**config.mk**
```make
export PLATFORM = sky130hd
export DESIGN_NAME = maxpool_1d_stream_flat
export DESIGN_NICKNAME = d
export VERILOG_FILES = /design/src/rtl/maxpool_1d_stream_if.sv /design/src/rtl/maxpool_1d_stream.sv /design/src/flat_wrapper.sv
export SDC_FILE = /design/constraint.sdc
export NUM_CORES = 1
export LEC_CHECK = 0
export CORE_UTILIZATION = 42
export DETAILED_ROUTE_END_ITERATION = 12
export PLACE_DENSITY = 0.7
export RECOVER_POWER = 50
export SETUP_SLACK_MARGIN = 0.15
export SYNTH_ARGS = -nofsm -noshare
export SYNTH_HDL_FRONTEND = slang
export SYNTH_SLANG_ARGS = --single-unit
```
**constraint.sdc**
```tcl
create_clock -name clk -period 4.6 [get_ports clk]
set_clock_uncertainty 0.15 [all_clocks]
set_input_delay 1.38 -clock clk [delete_from_list [all_inputs] [get_ports clk]]
set_output_delay 1.38 -clock clk [all_outputs]
set_load 0.02 [all_outputs]
```
**src/rtl/maxpool_1d_stream_if.sv**
```systemverilog
// Stream bundle for the 1-D max-pool stage: sample input channel and pooled
// result output channel, each with a valid/ready handshake.
interface maxpool_1d_stream_if #(
  parameter int W = 16
);
  logic signed [W-1:0] x_data;
  logic                x_valid;
  logic                x_ready;
  logic signed [W-1:0] y_data;
  logic                y_valid;
  logic                y_ready;
  logic                y_last;

  // Environment side: feeds samples and consumes pooled results.
  modport master (
    output x_data, x_valid, y_ready,
    input  x_ready, y_data, y_valid, y_last
  );

  // Pooling stage side.
  modport slave (
    input  x_data, x_valid, y_ready,
    output x_ready, y_data, y_valid, y_last
  );
endinterface

```
**src/rtl/maxpool_1d_stream.sv**
```systemverilog
// Streaming 1-D max-pool: groups each N-sample frame into windows of P, emits
// the signed max of each window through a 2-entry output FIFO with a frame tag.
module maxpool_1d_stream #(
  parameter int W = 16,
  parameter int P = 2,
  parameter int N = 9
) (
  input  logic                 clk,
  input  logic                 reset,
  maxpool_1d_stream_if.slave   io
);

  localparam int WCW = (P > 1) ? $clog2(P) : 1;
  localparam int FCW = (N > 1) ? $clog2(N) : 1;
  localparam logic [WCW-1:0] WIN_LAST = WCW'(P - 1);
  localparam logic [FCW-1:0] FRM_LAST = FCW'(N - 1);

  typedef enum logic {START, ACC} state_t;

  state_t              state, state_nxt;
  logic [WCW-1:0]      win_cnt, win_cnt_nxt;
  logic [FCW-1:0]      frame_cnt, frame_cnt_nxt;
  logic signed [W-1:0] run_max, run_max_nxt;
  logic signed [W-1:0] result;

  logic [W:0]          mem [2];
  logic                rd_ptr, wr_ptr;
  logic [1:0]          count;

  logic accept, close, is_last, push, pop;

  // Outputs come straight from registered FIFO state only.
  assign io.x_ready = (count < 2'd2);
  assign io.y_valid = (count != 2'd0);
  assign {io.y_last, io.y_data} = mem[rd_ptr];

  always_comb begin
    accept        = io.x_valid && io.x_ready;
    pop           = io.y_valid && io.y_ready;
    is_last       = (frame_cnt == FRM_LAST);
    close         = (win_cnt == WIN_LAST) || is_last;
    push          = accept && close;
    // A window that opens and closes on the same sample passes it through.
    result        = (state == ACC && run_max > io.x_data) ? run_max : io.x_data;

    state_nxt     = state;
    win_cnt_nxt   = win_cnt;
    frame_cnt_nxt = frame_cnt;
    run_max_nxt   = run_max;

    if (accept) begin
      run_max_nxt = result;
      if (close) begin
        state_nxt     = START;
        win_cnt_nxt   = '0;
        frame_cnt_nxt = is_last ? '0 : frame_cnt + 1'b1;
      end else begin
        state_nxt     = ACC;
        win_cnt_nxt   = win_cnt + 1'b1;
        frame_cnt_nxt = frame_cnt + 1'b1;
      end
    end
  end

  always_ff @(posedge clk or negedge reset) begin
    if (!reset) begin
      state     <= START;
      win_cnt   <= '0;
      frame_cnt <= '0;
      run_max   <= '0;
    end else begin
      state     <= state_nxt;
      win_cnt   <= win_cnt_nxt;
      frame_cnt <= frame_cnt_nxt;
      run_max   <= run_max_nxt;
    end
  end

  // Simultaneous push and pop at count==1 leaves count unchanged.
  always_ff @(posedge clk or negedge reset) begin
    if (!reset) begin
      mem[0] <= '0;
      mem[1] <= '0;
      rd_ptr <= 1'b0;
      wr_ptr <= 1'b0;
      count  <= '0;
    end else begin
      if (push) begin
        mem[wr_ptr] <= {is_last, result};
        wr_ptr      <= ~wr_ptr;
      end
      if (pop) rd_ptr <= ~rd_ptr;
      case ({push, pop})
        2'b10:   count <= count + 2'd1;
        2'b01:   count <= count - 2'd1;
        default: count <= count;
      endcase
    end
  end

endmodule

```
**src/flat_wrapper.sv**
```systemverilog
// flat-port wrapper written by rule: the top's interface ports become plain ports
module maxpool_1d_stream_flat 
#(
  parameter int W = 16,
  parameter int P = 2,
  parameter int N = 9
)
  (clk, reset, io_x_data, io_x_valid, io_y_ready, io_x_ready, io_y_data, io_y_valid, io_y_last);
  maxpool_1d_stream_if #(.W(W)) io_i ();
  input  logic clk;
  input  logic reset;
  input wire logic [$bits(io_i.x_data)-1:0] io_x_data;
  input wire logic [$bits(io_i.x_valid)-1:0] io_x_valid;
  input wire logic [$bits(io_i.y_ready)-1:0] io_y_ready;
  output wire logic [$bits(io_i.x_ready)-1:0] io_x_ready;
  output wire logic [$bits(io_i.y_data)-1:0] io_y_data;
  output wire logic [$bits(io_i.y_valid)-1:0] io_y_valid;
  output wire logic [$bits(io_i.y_last)-1:0] io_y_last;
  assign io_i.x_data = io_x_data;
  assign io_i.x_valid = io_x_valid;
  assign io_i.y_ready = io_y_ready;
  assign io_x_ready = io_i.x_ready;
  assign io_y_data = io_i.y_data;
  assign io_y_valid = io_i.y_valid;
  assign io_y_last = io_i.y_last;
  maxpool_1d_stream #(.W(W), .P(P), .N(N)) u_core (.clk(clk), .reset(reset), .io(io_i));
endmodule
```
---- Word-level counts from Yosys, hierarchy flattened ----
Index checks and enable logic that the tools add are counted.
storage, ports and cells
  register bits after elaboration ......... 60
  input bits .............................. 20
  output and inout bits ................... 19
  logic and storage cells ................. 45
operators by class
  add/sub/neg operators ................... 4
  magnitude comparators ................... 5
  equal/unequal tests ..................... 3
  multiplexer cells ....................... 12
  bitwise operators ....................... 4
  reduce and logical (&&, ||, !) cells .... 8
operators with widths
  kind                                                                          count
  17-bit two-way mux                                                            4
  34-bit bitwise mux                                                            1
  17-bit demux with 1-bit select                                                1
  16-bit > comparator                                                           1
  16-bit two-way mux                                                            1
  4-bit two-way mux                                                             2
  1-bit logical AND                                                             5
  4-bit by 1-bit adder with 4-bit output, second input constant                 1
  4-bit == test, second input constant                                          1
  2-bit greater-or-equal comparator, second input constant                      2
  1-bit inverter with 2-bit output                                              2
  2-bit case mux with 2 select lines                                            1
  2-bit nonzero test                                                            2
  2-bit by 1-bit adder with 2-bit output, second input constant                 1
  2-bit by 1-bit == test with 1-bit output, second input constant               1
  2-bit == test, second input constant                                          1
  2-bit by 1-bit less-than comparator with 1-bit output, second input constant  1
  2-bit less-than comparator, second input constant                             1
  1-bit two-way mux                                                             2
  1-bit inverter                                                                2
  2-bit by 1-bit subtractor with 2-bit output, second input constant            1
  1-bit adder, second input constant                                            1
  1-bit logical OR                                                              1

---- Longest topological paths before layout ----
  depth after elaboration ................. 6
  gate-level depth with buffers ........... 10
  depth with buffers taken out ............ 8

---- Worst setup path before layout ----
No wires, ideal clock.
  path type ............................... input port to flip-flop
  start point ............................. in io_x_data[15]
  end point ............................... reg u_core.run_max[10]
  library setup time ...................... 125 ps
  arrival ................................. 3,766 ps
  data required time ...................... 4,325 ps
  path slack .............................. 559 ps
  stages on the path ...................... 10
  path buffers ............................ 2
  path through ............................ inv_1 -> ha_1 -> nand4_1 -> or4_4 -> a21o_1 -> and4_4 -> buf_6 -> o31ai_4 -> buf_8 -> mux2_4
on the way
  longest elaborated chain between the ends .. 3
RTL lines
  element                 line                     source
  start: declaration      flat_wrapper.sv:12       input wire logic [$bits(io_i.x_data)-1:0] io_x_data;
  16-bit > comparator     maxpool_1d_stream.sv:44  result = (state == ACC && run_max > io.x_data) ? run_max : io.x_data;
  1-bit logical AND       maxpool_1d_stream.sv:44
  16-bit two-way mux      maxpool_1d_stream.sv:44
  end signal: assignment  maxpool_1d_stream.sv:75  run_max <= run_max_nxt;
  end: declaration        maxpool_1d_stream.sv:23  logic signed [W-1:0] run_max, run_max_nxt;
Every way passes these cells.
A chain may end at the register's enable or synchronous reset.

---- Worst setup path after layout ----
  start point ............................. in io_x_data[13]
  end point ............................... reg u_core.run_max[2]
The elaborated chain is that of the path after synthesis.

==> run summary <==
outcome: complete, but fails checks
failing checks: capacitance limit, slew limit
Worst setup EP type: flop
vias in the first global route: 2483
Max IR drop VDD: 0.000314 V
count leader, synth: dfrtp_1
Syn. warnings: 0
# rows: 31
CP required: 4.67 ns
share of cells above drive strength 1: 18.6%
Final Hold Slack: 0.363 ns
num ports: 39
Die Wd: 89.7 um
Worst Min Path Start: u_core.mem[33]
Finished Core Util: 53.4%
Vias/cell: 5.54
RR Startpoint: u_core.run_max[15]
RSZ-0062 raised after global routing: false
hold crit path type: flop to flop
Final Max Slew Viols: 42
# H-tree levels: 3
placer congestion estimate: 0.860
FMAX: 242 MHz
Post-Place Worst Slack: 0.132 ns
Synth top cells by count: dfrtp_1 (59), nor2_1 (38), a31oi_1 (33), mux2_2 (23), inv_1 (21)
Placed Cells: 437
Area Overhead vs Synth: 21.3%
Total Power: 3.10 mW
Tmin final: 4.13 ns
number of I/O port buffers: 38
PwrDens: 791 nW/um2
Area contributors post-synth: dfrtp_1 (46%), mux2_2 (8.0%), ha_1 (7.4%)
Gate Count Post-Synth: 307
cell-internal power: 1.84 mW
Worst setup SP type: input pin
leakage power: 1.68 nW
sequential share of the synthesized area: 45.7%
Cell Count, Final, Fillers Out: 453
nets@finish: 388
WL final: 7200 um
ys flop type: dfrtp_1
core footprint: 7330 um2
Die Span Y: 89.7 um
Num CTS Buffers: 9
GRT overflow: 0
Mapped Avg Cell Area: 10.5 um2
Final ANT Viol Nets: 0
worst rel slew slack: -41.5%
# Max-Cap Violations: 1
Setup Fix Bufs, Post-CTS: 0
syn nets: 346
area of the multi-input gates: 1590 um2
CTS tree: done
gr usage total: 20.6%
NetSw: 1.26 mW
Routed WL per cell: 15.9 um
FFs w/ async S/R, synth: 100%
Initial Util: 44.0%
Post-DP Area: 3730 um2
crit path max fanout: 9
total die area: 8040 um2
area occupied by registers: 1480 um2
CTS Hold Bufs: 0
number of flops mapped to enable cells by yosys: 0
Arr. time, crit path: 4.20 ns
latest clock arrival within the worst-skew pair: 0.34 ns
clock-pin slew on the worst setup and hold paths: 0.07 ns
Clock Tree Buf Depth: 2
setup_tns: 0 ns
Vias: 2510
DP HPWL: 5140 um
Netlist Area Pre-Place: 3230 um2
Synth top area share: 45.7%
diodes inserted: 0
First-pass DRT Iterations: 4
CP startpoint: io_x_data[13]
combinational share of power: 52.7%
fillcell total: 639
worst slew pin tran: 2.12 ns
setup violators final: 0
crit share post-route: 89.8%
drt drc: 0
largest net degree at the start of global routing: 42
#FFs+latches synth: 59
Distinct cells, synth: 35
Root Driver: clkbuf_8
global-route wire length before repair: 12000 um
initial antenna violation count: 0
number of DRC markers in iteration 0: 159
fin area: 3920 um2
Synth area leader: dfrtp_1
CTS sink count: 59
post-route setup slack: 0.471 ns
CTS resizes: 0
Final Hold Fails: 0
switch share: 40.5%
Reg power frac: 32.2%
critical path class: input pin to flop
clock power share: 15.1%
-- sequential cells by signal (all words and copies together), names as in the netlist --
signal / cells
u_core.mem: 34
u_core.run_max: 16
u_core.frame_cnt: 4
u_core.count: 2
u_core.rd_ptr: 1
u_core.win_cnt: 1
u_core.wr_ptr: 1
-- layout make-up --
cell class	count	area share, %
inverter	21	2.01
multi-input combinational	208	40.5
tap	99	3.16
sequential	59	37.7
timing repair buffer	50	11.7
clock buffer	11	3.61
clock inverter	5	1.34
-- power groups by stage --
| stage | sequential [mW] | clock (mW) | combinational (mW) |
|---|---|---|---|
| global route | 1.03 | 0.513 | 1.80 |
| finish | 0.999 | 0.468 | 1.63 |
| detailed placement | 1.00 | 0 | 1.64 |
| CTS | 0.997 | 0.481 | 1.64 |
| global placement | 0.995 | 0 | 1.60 |
| floorplan | 0.918 | 0 | 1.17 |
-- layer usage --
layer | vias up | global-route usage (%) | wire length [um]
li1 | 1211 | - | -
met1 | 1223 | 27.9 | 3460
met2 | 63 | 30.5 | 3290
met3 | 13 | 4.39 | 285
met4 | 0 | 11.7 | 168
met5 | - | 0 | 0
-- path summary, 6_finish.rpt --
path | to | slack [ns] | cells past startpoint
min in group asynchronous | u_core.mem[31] | 1.50 | 1
hold / removal | u_core.mem[33] | 0.36 | 2
max in group asynchronous | u_core.mem[20] | 1.00 | 2
setup / recovery | u_core.run_max[2] | 0.47 | 10
setup reg to reg | u_core.run_max[2] | 1.64 | 8
hold reg to reg | u_core.mem[33] | 0.36 | 2
-- layout by cell type (no fill, tap or decap), types with 3 or more instances in the layout --
cell / n
a21oi_1: 6
a31oi_1: 33
buf_4: 10
clkbuf_1: 4
clkbuf_8: 10
clkdlybuf4s50_1: 35
clkinv_2: 3
dfrtp_1: 59
ha_1: 19
inv_1: 21
mux2_2: 23
mux2_4: 10
nand2_1: 6
nand4_1: 20
nor2_1: 37
nor2b_1: 3
o21ai_0: 8
o31ai_1: 16
xnor2_1: 6
-- critical path: stages --
cell	delay [ns]
clkdlybuf4s50_1	0.52
inv_1	0.06
ha_1	0.29
nand4_1	0.14
or4_4	0.57
a21o_1	0.21
and4_4	0.24
o31ai_4	0.19
buf_4	0.24
mux2_2	0.35
-- cells by family after synthesis --
group                    synth area share, %
AO/OA/AOI/OAI                           15.5
XOR/XNOR                                2.17
adder cells (fa/ha/maj)                 7.36
buffers and inverters                   5.27
flip-flops                              45.7
multiplexers                            12.7
AND/OR/NAND/NOR                         11.3
Power figures use the tool's default switching activity.
